## src/rtl/xup_debounce_pulse_pkg.sv

```systemverilog
// xup_debounce_pulse_pkg: debouncer state encoding and default cycle constants for a 100 MHz clock
package xup_debounce_pulse_pkg;
  typedef enum logic [1:0] {
    IDLE         = 2'd0,
    PRESS_WAIT   = 2'd1,
    PRESSED      = 2'd2,
    RELEASE_WAIT = 2'd3
  } state_t;
  localparam int DEF_DEBOUNCE_CYCLES = 1_000_000;
  localparam int DEF_REPEAT_DELAY    = 50_000_000;
  localparam int DEF_REPEAT_RATE     = 10_000_000;
  localparam int DEF_CNT_WIDTH       = 26;
endpackage

```

## src/rtl/xup_debounce_pulse_sync_2ff.sv

```systemverilog
// xup_sync_2ff: two-flop synchronizer with asynchronous active-low clear
module xup_sync_2ff (
  input  logic clk,
  input  logic reset_n,
  input  logic d,
  output logic q
);
  logic m;
  always_ff @(posedge clk or negedge reset_n)
    if (!reset_n) {q, m} <= 2'b00;
    else {q, m} <= {m, d};
endmodule

```

## src/rtl/xup_debounce_pulse.sv

```systemverilog
// xup_debounce_pulse: debounced level and one-cycle press strobe from a bouncing button
// Define XUP_DEBOUNCE_AUTOREPEAT_EN to add auto-repeat pulses while the button is held.
module xup_debounce_pulse
  import xup_debounce_pulse_pkg::*;
#(
  parameter int DEBOUNCE_CYCLES = DEF_DEBOUNCE_CYCLES,
  parameter int REPEAT_DELAY    = DEF_REPEAT_DELAY,
  parameter int REPEAT_RATE     = DEF_REPEAT_RATE,
  parameter int CNT_WIDTH       = DEF_CNT_WIDTH
) (
  input  logic clk,
  input  logic reset_n,
  input  logic btn_in,
  output logic level,
  output logic press_pulse
);
  localparam logic [CNT_WIDTH-1:0] DB_LAST = CNT_WIDTH'(DEBOUNCE_CYCLES - 1);
`ifdef XUP_DEBOUNCE_AUTOREPEAT_EN
  localparam logic [CNT_WIDTH-1:0] DELAY_LAST = CNT_WIDTH'(REPEAT_DELAY - 1);
  localparam logic [CNT_WIDTH-1:0] RATE_LAST  = CNT_WIDTH'(REPEAT_RATE - 1);
`endif
  if (DEBOUNCE_CYCLES < 1 || REPEAT_DELAY < 1 || REPEAT_RATE < 1 ||
      DEBOUNCE_CYCLES > 2**CNT_WIDTH - 1 || REPEAT_DELAY > 2**CNT_WIDTH - 1 ||
      REPEAT_RATE > 2**CNT_WIDTH - 1) begin : g_bad_params
    $error("xup_debounce_pulse: cycle parameter out of range");
  end
  state_t state, state_nx;
  logic [CNT_WIDTH-1:0] cnt, cnt_nx;
  logic btn_s, rep, rep_nx, pulse_nx;
  xup_sync_2ff u_sync (.clk(clk), .reset_n(reset_n), .d(btn_in), .q(btn_s));
  always_ff @(posedge clk or negedge reset_n)
    if (!reset_n) begin
      state       <= IDLE;
      cnt         <= '0;
      rep         <= 1'b0;
      level       <= 1'b0;
      press_pulse <= 1'b0;
    end else begin
      state       <= state_nx;
      cnt         <= cnt_nx;
      rep         <= rep_nx;
      level       <= state_nx == PRESSED || state_nx == RELEASE_WAIT;
      press_pulse <= pulse_nx;
    end
  // rep marks that the first repeat has fired, so later ones use REPEAT_RATE
  always_comb begin
    state_nx = state;
    cnt_nx   = cnt;
    rep_nx   = rep;
    pulse_nx = 1'b0;
    case (state)
      IDLE: if (btn_s) begin
        state_nx = PRESS_WAIT;
        cnt_nx   = '0;
      end
      PRESS_WAIT:
        if (!btn_s) state_nx = IDLE;
        else if (cnt == DB_LAST) begin
          state_nx = PRESSED;
          cnt_nx   = '0;
          rep_nx   = 1'b0;
          pulse_nx = 1'b1;
        end else cnt_nx = cnt + 1'b1;
      PRESSED:
        if (!btn_s) begin
          state_nx = RELEASE_WAIT;
          cnt_nx   = '0;
        end
`ifdef XUP_DEBOUNCE_AUTOREPEAT_EN
        else if (cnt == (rep ? RATE_LAST : DELAY_LAST)) begin
          cnt_nx   = '0;
          rep_nx   = 1'b1;
          pulse_nx = 1'b1;
        end else cnt_nx = cnt + 1'b1;
`endif
      RELEASE_WAIT:
        if (btn_s) begin
          state_nx = PRESSED;
          cnt_nx   = '0;
          rep_nx   = 1'b0;
        end else if (cnt == DB_LAST) state_nx = IDLE;
        else cnt_nx = cnt + 1'b1;
      default: begin
        state_nx = IDLE;
        cnt_nx   = '0;
        rep_nx   = 1'b0;
      end
    endcase
  end
endmodule

```

## config.mk

```make
export PLATFORM = sky130hd
export DESIGN_NAME = xup_debounce_pulse
export DESIGN_NICKNAME = d
export VERILOG_FILES = /design/src/rtl/xup_debounce_pulse_pkg.sv /design/src/rtl/xup_debounce_pulse_sync_2ff.sv /design/src/rtl/xup_debounce_pulse.sv
export SDC_FILE = /design/constraint.sdc
export NUM_CORES = 1
export LEC_CHECK = 0
export ABC_AREA = 1
export ABC_CLOCK_PERIOD_IN_PS = 3900
export CAP_MARGIN = 20
export CORE_MARGIN = 5
export CORE_UTILIZATION = 40
export DETAILED_ROUTE_END_ITERATION = 6
export PLACE_DENSITY_LB_ADDON = 0.3
export SLEW_MARGIN = 20
export SYNTH_ARGS = -nofsm -noshare
export SYNTH_HDL_FRONTEND = slang
export SYNTH_SLANG_ARGS = --single-unit
```

## constraint.sdc

```tcl
create_clock -name clk -period 3.9 [get_ports clk]
set_input_delay 0.78 -clock clk [delete_from_list [all_inputs] [get_ports clk]]
set_output_delay 0.78 -clock clk [all_outputs]
set_load 0.02 [all_outputs]
```

[Word level (Yosys, flattened, before mapping)]
Cells that the tools add are included.
Cells by class
  add/sub/neg operators: 1
  eq/ne operators: 10
  multiplexer cells: 17
  reductions and logical operators: 3
Operators by type and width (count)
  2-to-1 mux 26 bit: 6
  one-hot mux 26 bit (4 select lines): 1
  adder 26 x 1 -> 26 bit (second input constant): 1
  equality test 26 x 20 -> 1 bit (second input constant): 1
  2-to-1 mux 2 bit: 6
  equality test 2 bit (second input constant): 4
  one-hot mux 2 bit (4 select lines): 1
  inequality test 2 x 1 -> 1 bit (second input constant): 2
  AND reduction 4 bit: 1
  2-to-1 mux 1 bit: 3
  inequality test 3 x 2 -> 1 bit (second input constant): 1
  equality test 2 x 1 -> 1 bit (second input constant): 1
  zero test 2 bit: 1
  inequality test 2 bit (second input constant): 1
  logical OR 1 bit: 1
Word-level totals
  output and inout bits: 2
  register bits after elaboration: 32
  input port bits: 3
  word-level logic and storage cells: 37

[Logic depth before layout (Yosys ltp)]
Gate-level depths: netlist of the first run.
  depth after elaboration: 6
  gate-level depth with buffers: 13
  mapped depth without buffers: 11

[Hierarchy]
A second synthesis of the first run with hierarchy kept.
Unflattened totals
  cell total of the unflattened synthesis: 390
  area, all modules: 2468.6 sq um
Modules (own cells, without submodules)
  xup_debounce_pulse: cells each 388, times used 1, seq. area each 750.7 sq um, area an instance 2418.6 sq um
  xup_sync_2ff: cells each 2, times used 1, seq. area each 50.0 sq um, area an instance 50.0 sq um

[Worst setup path before layout of the first run]
No wires, ideal clock.
  path kind: reg2reg
  start point: register cnt[0]
  end point: register cnt[23]
  arrival time: 1.727 ns
  path slack: 2.056 ns
  path buffers: 3
  cell stages (with the launch flop): 14
  setup time: 0.117 ns
  clock period less this slack: 1.844 ns
  required time: 3.783 ns
  cell sequence: dfrtp_1 ha_1 buf_4 nand2_2 nor2_4 nand4_2 nor2_2 nand3_2 nand2_4 nand2_2 buf_6 buf_6 nand2_1 nand2_1
Between the ends
  longest elaborated chain between the ends: 4
  elaborated cells on any way between the ends: 9
  classes of those cells: add/sub: 1; eq/ne: 2; mux: 5; reduce/logical: 1
Ends and longest elaborated chain
  start, declared: line xup_debounce_pulse.sv:28  | logic [CNT_WIDTH-1:0] cnt, cnt_nx;
  start signal, assigned: line xup_debounce_pulse.sv:40  | cnt <= cnt_nx;
  adder 26 x 1 -> 26 bit or equality test 26 x 20 -> 1 bit (tied branches)
  2-to-1 mux 26 bit (on tied branches): line xup_debounce_pulse.sv:81, xup_debounce_pulse.sv:58
  2-to-1 mux 26 bit (on tied branches): line xup_debounce_pulse.sv:77, xup_debounce_pulse.sv:57
  one-hot mux 26 bit (4 select lines): line xup_debounce_pulse.sv:51  | case (state)
Several ways; a longest one is shown, not always the timed one. The select of a mux whose other input is x is not followed.
A chain may end at the register's enable or synchronous reset.

[Worst setup path in the final report of the first run]
  start point: register cnt[0]
  end point: register cnt[15]
The elaborated chain is that of the path after synthesis.

==> impl_metrics.env, run 1 <==
export IMPL_tightest_slew_ns=0.851
export IMPL_nets=395
export IMPL_yosys_warnings=0
export IMPL_powerDensity_nw_per_um2=273
export IMPL_port_buffers=4
export IMPL_fmax_mhz=403
export IMPL_ys_ff_latch=32
export IMPL_grt_pass1_wl_microns=11400
export IMPL_syn_inst=392
export IMPL_drt_wl_total_microns=6610
export IMPL_cp_arrival_ns=2.64
export IMPL_outcome="finished, final reports clean"
export IMPL_dr_pass1_iters=5
export IMPL_max_slew_margin=0.432
export IMPL_crit_buf_inv=0
export IMPL_ir_worst_vdd_uv=163
export IMPL_antenna_found_initial=0
export IMPL_die_w_microns=88.2
export IMPL_start_util=0.414
export IMPL_via_count=2534
export IMPL_yosys_top_cells_count="157 x nand2_1, 58 x nand3_1, 43 x nor2_1"
export IMPL_postCtsSetupRepairBufs=0
export IMPL_avgViaCountPerCell=5.43
export IMPL_drc=0
export IMPL_ant_nets=0
export IMPL_synthFlopType="dfrtp_1"
export IMPL_cp_slowest_cell="dfrtp_1"
export IMPL_worstPathCellList="ha_1 -> nand2_2 -> nor2_4 -> nand4_2 -> nor2_2 -> nand3_2 -> nand2_4 -> nand2_2 -> nand2_1 -> o21ai_1"
export IMPL_rows=28
export IMPL_grt_start_max_net_pins=33
export IMPL_path_class="reg -> reg"
export IMPL_gp_congestion=0.944
export IMPL_synthTopCellsByArea="dfrtp_1 33%, nand2_1 24%, nand3_1 12%"
export IMPL_hold_viol=0
export IMPL_synth_edf_count=0
export IMPL_diodes=0
export IMPL_syn_avg_cell_area_sq_um=6.25
export IMPL_cp_slowest_stage_delay_ns=0.45
export IMPL_yosysMostFrequentCell="nand2_1"
export IMPL_cts_tree="done"
export IMPL_clockRootBuffer="clkbuf_8"
export IMPL_area_growth_pct=7.46
export IMPL_postLayoutCoreUtil=0.444
export IMPL_period_share=0.636
export IMPL_maxCapViolCount=0
export IMPL_cts_buffer_depth=2
export IMPL_finalSetupViolCount=0
export IMPL_synthArstFlopShare=1.00
export IMPL_period_minus_slack_ns=2.48
export IMPL_cts_sinks=32
export IMPL_cp_start_kind="flip-flop"
export IMPL_critPathMostFrequentCell="nand2_2"
export IMPL_slew_violations=0
export IMPL_die_h_microns=88.2
export IMPL_core_sq_um=5920
export IMPL_finClkSkew_ns=0.00454
export IMPL_crit_fanout=29
export IMPL_ios=5
export IMPL_hold_buffers=0
export IMPL_synth_area_sq_um=2450
export IMPL_fin_tns_setup_ns=0
export IMPL_insertion_delay_ns=0.29
export IMPL_hp_class="reg -> reg"
export IMPL_numCtsBuffers=5
export IMPL_ys_seq_area_frac=0.327
export IMPL_fillers=635
export IMPL_cp_top_family="simple AND/OR/NAND/NOR gates"
export IMPL_die_area_sq_um=7790
export IMPL_synth_top_area_cell="dfrtp_1"
export IMPL_cp_required_ns=4.06
export IMPL_wl_per_cell_microns=14.2
export IMPL_gr_usage_all_layers=0.188
export IMPL_drtIter0Drc=293
export IMPL_grt_overflow_total=0
export IMPL_crit_path_end_kind="flip-flop"
export IMPL_synth_nets=396
export IMPL_cts_resized=0
export IMPL_yosysTopAreaCellShare=0.327
export IMPL_htree_levels=2
export IMPL_drive_gt1_frac=0.0561
export IMPL_dpl_hpwl_microns=4700
export IMPL_rsz0062_at_grt="no"
export IMPL_clkTransAtPathRegs_ns=0.07
export IMPL_first_global_vias=2405
export IMPL_p_leak_nw=1.22
export IMPL_synth_cell_type_count=30
## power by group
part	internal [mW]	switching (mW)
clock network	0.189	0.132
logic	0.0122	0.0396
registers	0.337	0.00898
## metal layers
metal / share of wire / GRT usage / wire length, microns / vias up
met2: 0.45 / 0.286 / 2950 / 89
met5: 0 / 0 / 0 / -
li1: - / - / - / 1262
met4: 0.016 / 0.0659 / 108 / 0
met3: 0.067 / 0.0317 / 444 / 11
met1: 0.47 / 0.269 / 3110 / 1172
## layout by cell type, fill, tap and decap left out, types with 2 or more instances in the layout
master             n
a211oi_1           7
buf_4              2
clkbuf_8           5
clkdlybuf4s50_1    4
clkinv_1           3
dfrtp_1           32
inv_1             26
nand2_1          157
nand2_2            2
nand3_1           58
nand4_1           17
nor2_1            43
nor2_2             4
o21ai_0            6
o21ai_1            3
o31ai_1            2
xor2_1             7
## state kept, by name, indices dropped and copies added, names as in the netlist
| signal | count |
|---|---|
| cnt | 26 |
| state | 2 |
| level | 1 |
| press_pulse | 1 |
| u_sync.m | 1 |
| u_sync.q | 1 |
## kinds of logic after synthesis
logic type      share of synthesized area
xor+xnor                           0.0286
fa+ha+maj                         0.00511
flops                               0.327
compound gates                     0.0491
buf+inv                            0.0777
simple gates                        0.513
## worst register-to-register path, delay by kind of cell (launching register included)
kind                       cells  cell delay (ns)
and+or+nand+nor                8             1.47
AOI/OAI and AO/OA              1             0.08
adders and majority gates      1             0.37
DFF                            1             0.45
## final cells by class
cell class	count	area, sq um	share of cell area
flip-flops and latches	32	801	0.304
well taps	75	93.8	0.0357
clock buffers	5	68.8	0.0262
multi-input cells	316	1460	0.554
inverters	30	113	0.0428
repair buffers	6	55.1	0.0209
clock inverters	3	42.5	0.0162
## final timing paths
path                           from  cells after the start        to  slack, ns
hold / removal             u_sync.m                      0  u_sync.q       0.35
setup reg to reg             cnt[0]                     10   cnt[15]       1.42
min in group asynchronous   reset_n                      2    cnt[7]       0.89
hold reg to reg            u_sync.m                      0  u_sync.q       0.35
max in group asynchronous   reset_n                      2    cnt[5]       2.70
setup / recovery             cnt[0]                     10   cnt[15]       1.42
## metrics by stage
stage                     setup slack (ns)  cells  total power, mW  area (sq um)  hold WS (ns)
after floorplan                       2.06    392            0.388          2450         0.331
after global placement                1.54    459            0.405          2520         0.336
after detailed placement              1.42    459            0.405          2520         0.336
after CTS                             1.41    467            0.730          2630         0.353
after global routing                  1.12    467            0.756          2630         0.377
final                                 1.42    467            0.719          2630         0.350
No activity file was read; power rests on OpenSTA's default activity.
==> run 2, diff against run 1 <==
- ABC_CLOCK_PERIOD_IN_PS: 3900 -> 2050
- clock period: 3.9 -> 2.05 ns (I/O delays scaled with it)
==> impl_metrics.env, run 2 (synthesis gave the netlist of run 1 again) <==
export IMPL_outcome="finished, final reports clean"
export IMPL_grt_overflow_total=0
export IMPL_ios=5
export IMPL_pwr_share_comb=0.089
export IMPL_rows=28
export IMPL_cts_buffer_depth=2
export IMPL_dpl_worst_slack_ns=0.0639
export IMPL_sw_frac_of_total=0.287
export IMPL_cts_sinks=32
export IMPL_maxCapViolCount=0
export IMPL_start_util=0.414
export IMPL_largest_reg_flops=26
export IMPL_port_buffers=4
export IMPL_rsz0062_at_grt="no"
export IMPL_die_area_sq_um=7790
export IMPL_layout_common_cells="157 x nand2_1, 58 x nand3_1, 43 x nor2_1, 32 x dfrtp_1, 26 x inv_1"
export IMPL_slew_violations=0
export IMPL_ir_worst_vdd_uv=325
export IMPL_hold_viol=0
export IMPL_first_global_vias=2461
export IMPL_internal_power_uw=914
export IMPL_design_power_total_mw=1.28
export IMPL_cp_required_ns=2.29
export IMPL_avgViaCountPerCell=5.44
export IMPL_switchingPower_uw=367
export IMPL_crit_fanout=18
export IMPL_crit_path_end_kind="flip-flop"
export IMPL_gp_congestion=0.975
export IMPL_numCtsBuffers=5
export IMPL_finalSetupViolCount=0
export IMPL_insertion_delay_ns=0.30
export IMPL_die_h_microns=88.2
export IMPL_dpl_hpwl_microns=4860
export IMPL_postCtsSetupRepairBufs=0
export IMPL_final_cells=479
export IMPL_grt_start_max_net_pins=33
export IMPL_die_w_microns=88.2
export IMPL_cts_tree="done"
export IMPL_diodes=0
export IMPL_finClkSkew_ns=0.0105
export IMPL_max_slew_margin=0.686
export IMPL_grt_pass1_wl_microns=11700
export IMPL_dp_cells=471
export IMPL_reg_top3="cnt (26), state (2)"
export IMPL_period_minus_slack_ns=1.82
export IMPL_crit_start="cnt[1]"
export IMPL_via_count=2604
export IMPL_htree_levels=2
export IMPL_drt_wl_total_microns=6780
export IMPL_nets=407
export IMPL_antenna_found_initial=0
export IMPL_pwr_share_seq=0.512
export IMPL_core_sq_um=5920
export IMPL_period_share=0.888
export IMPL_dpl_cell_area_sq_um=2610
export IMPL_fillers=634
export IMPL_cp_start_kind="flip-flop"
export IMPL_fin_tns_setup_ns=0
export IMPL_largest_register="cnt"
export IMPL_drive_gt1_frac=0.0842
export IMPL_hold_ws_ns=0.359
export IMPL_hp_class="reg -> reg"
export IMPL_setup_slack_ns=0.229
export IMPL_fmax_mhz=549
export IMPL_area_growth_pct=10.6
export IMPL_reg2reg_from="cnt[1]"
export IMPL_gr_usage_all_layers=0.192
export IMPL_postLayoutCoreUtil=0.457
export IMPL_dr_pass1_iters=5
export IMPL_finish_instance_area_sq_um=2710
export IMPL_tightest_slew_ns=0.470
export IMPL_clkPwrFrac=0.399
export IMPL_p_leak_nw=1.27
export IMPL_wl_per_cell_microns=14.1
export IMPL_ant_nets=0
export IMPL_min_delay_start="u_sync.m"
export IMPL_path_class="reg -> reg"
export IMPL_clkTransAtPathRegs_ns=0.08
export IMPL_clockRootBuffer="clkbuf_8"
export IMPL_cp_arrival_ns=2.06
export IMPL_drc=0
export IMPL_drtIter0Drc=184
export IMPL_powerDensity_nw_per_um2=473
export IMPL_final_common_cell="nand2_1"
## run 2: cell count changes in the layout (fill, tap and decap cells not counted), sizes merged
cell and delta:
bufinv -1, buf +12, clkinvlp +1
## run 2: final cells by class
cell class	instances	area, sq um	share of cell area
clock buffers	5	68.8	0.0254
clock inverters	3	23.8	0.00878
repair buffers	18	145	0.0536
flip-flops and latches	32	801	0.296
well taps	75	93.8	0.0347
multi-input cells	316	1460	0.540
inverters	30	113	0.0416
## run 2: power groups by stage
stage                     combinational, mW  clock, mW  sequential, mW
after floorplan                      0.0736          0           0.665
after global placement                0.114          0           0.668
after detailed placement              0.113          0           0.668
after CTS                             0.114      0.533           0.656
after global routing                  0.128      0.562           0.658
final                                 0.114      0.511           0.656
## run 2: repair_timing
action	4_1_cts	5_1_grt
hold buffers	0	0
setup endpoints to repair	0	26
hold endpoints to repair	0	0
resized for setup	0	1
## run 2: path summary, 6_finish.rpt
| check | end | slack [ns] | depth (start not counted) |
|---|---|---|---|
| hold / removal | u_sync.q | 0.36 | 0 |
| setup reg to reg | cnt[1] | 0.23 | 10 |
| min in group asynchronous | cnt[8] | 0.52 | 2 |
| hold reg to reg | u_sync.q | 0.36 | 0 |
| setup / recovery | cnt[1] | 0.23 | 10 |
| max in group asynchronous | cnt[16] | 1.23 | 2 |
## run 2: worst max-delay path, stage by stage, from the launching register on
cell and delay, ns:
dfrtp_1 0.37, ha_1 0.18, nand2_2 0.07, nor2_4 0.16
nand4_2 0.11, nor2_2 0.13, nand3_2 0.13, nand2_4 0.14
buf_4 0.26, nand3_1 0.12, nand2_1 0.08
## run 2: routing by layer
| metal | routed length (microns) | share of wire | vias up | track usage |
|---|---|---|---|---|
| met2 | 3070 | 0.45 | 85 | 0.317 |
| met1 | 3280 | 0.48 | 1203 | 0.259 |
| met5 | 0 | 0 | - | 0 |
| met3 | 319 | 0.047 | 15 | 0.0317 |
| met4 | 106 | 0.016 | 0 | 0.0563 |
| li1 | - | - | 1301 | - |
==> run 3, diff against run 2 <==
- CTS_CLUSTER_DIAMETER: not set -> 30
==> results of run 3 <==
Same layout as run 2: the final DEF is identical, and so are final timing and power.
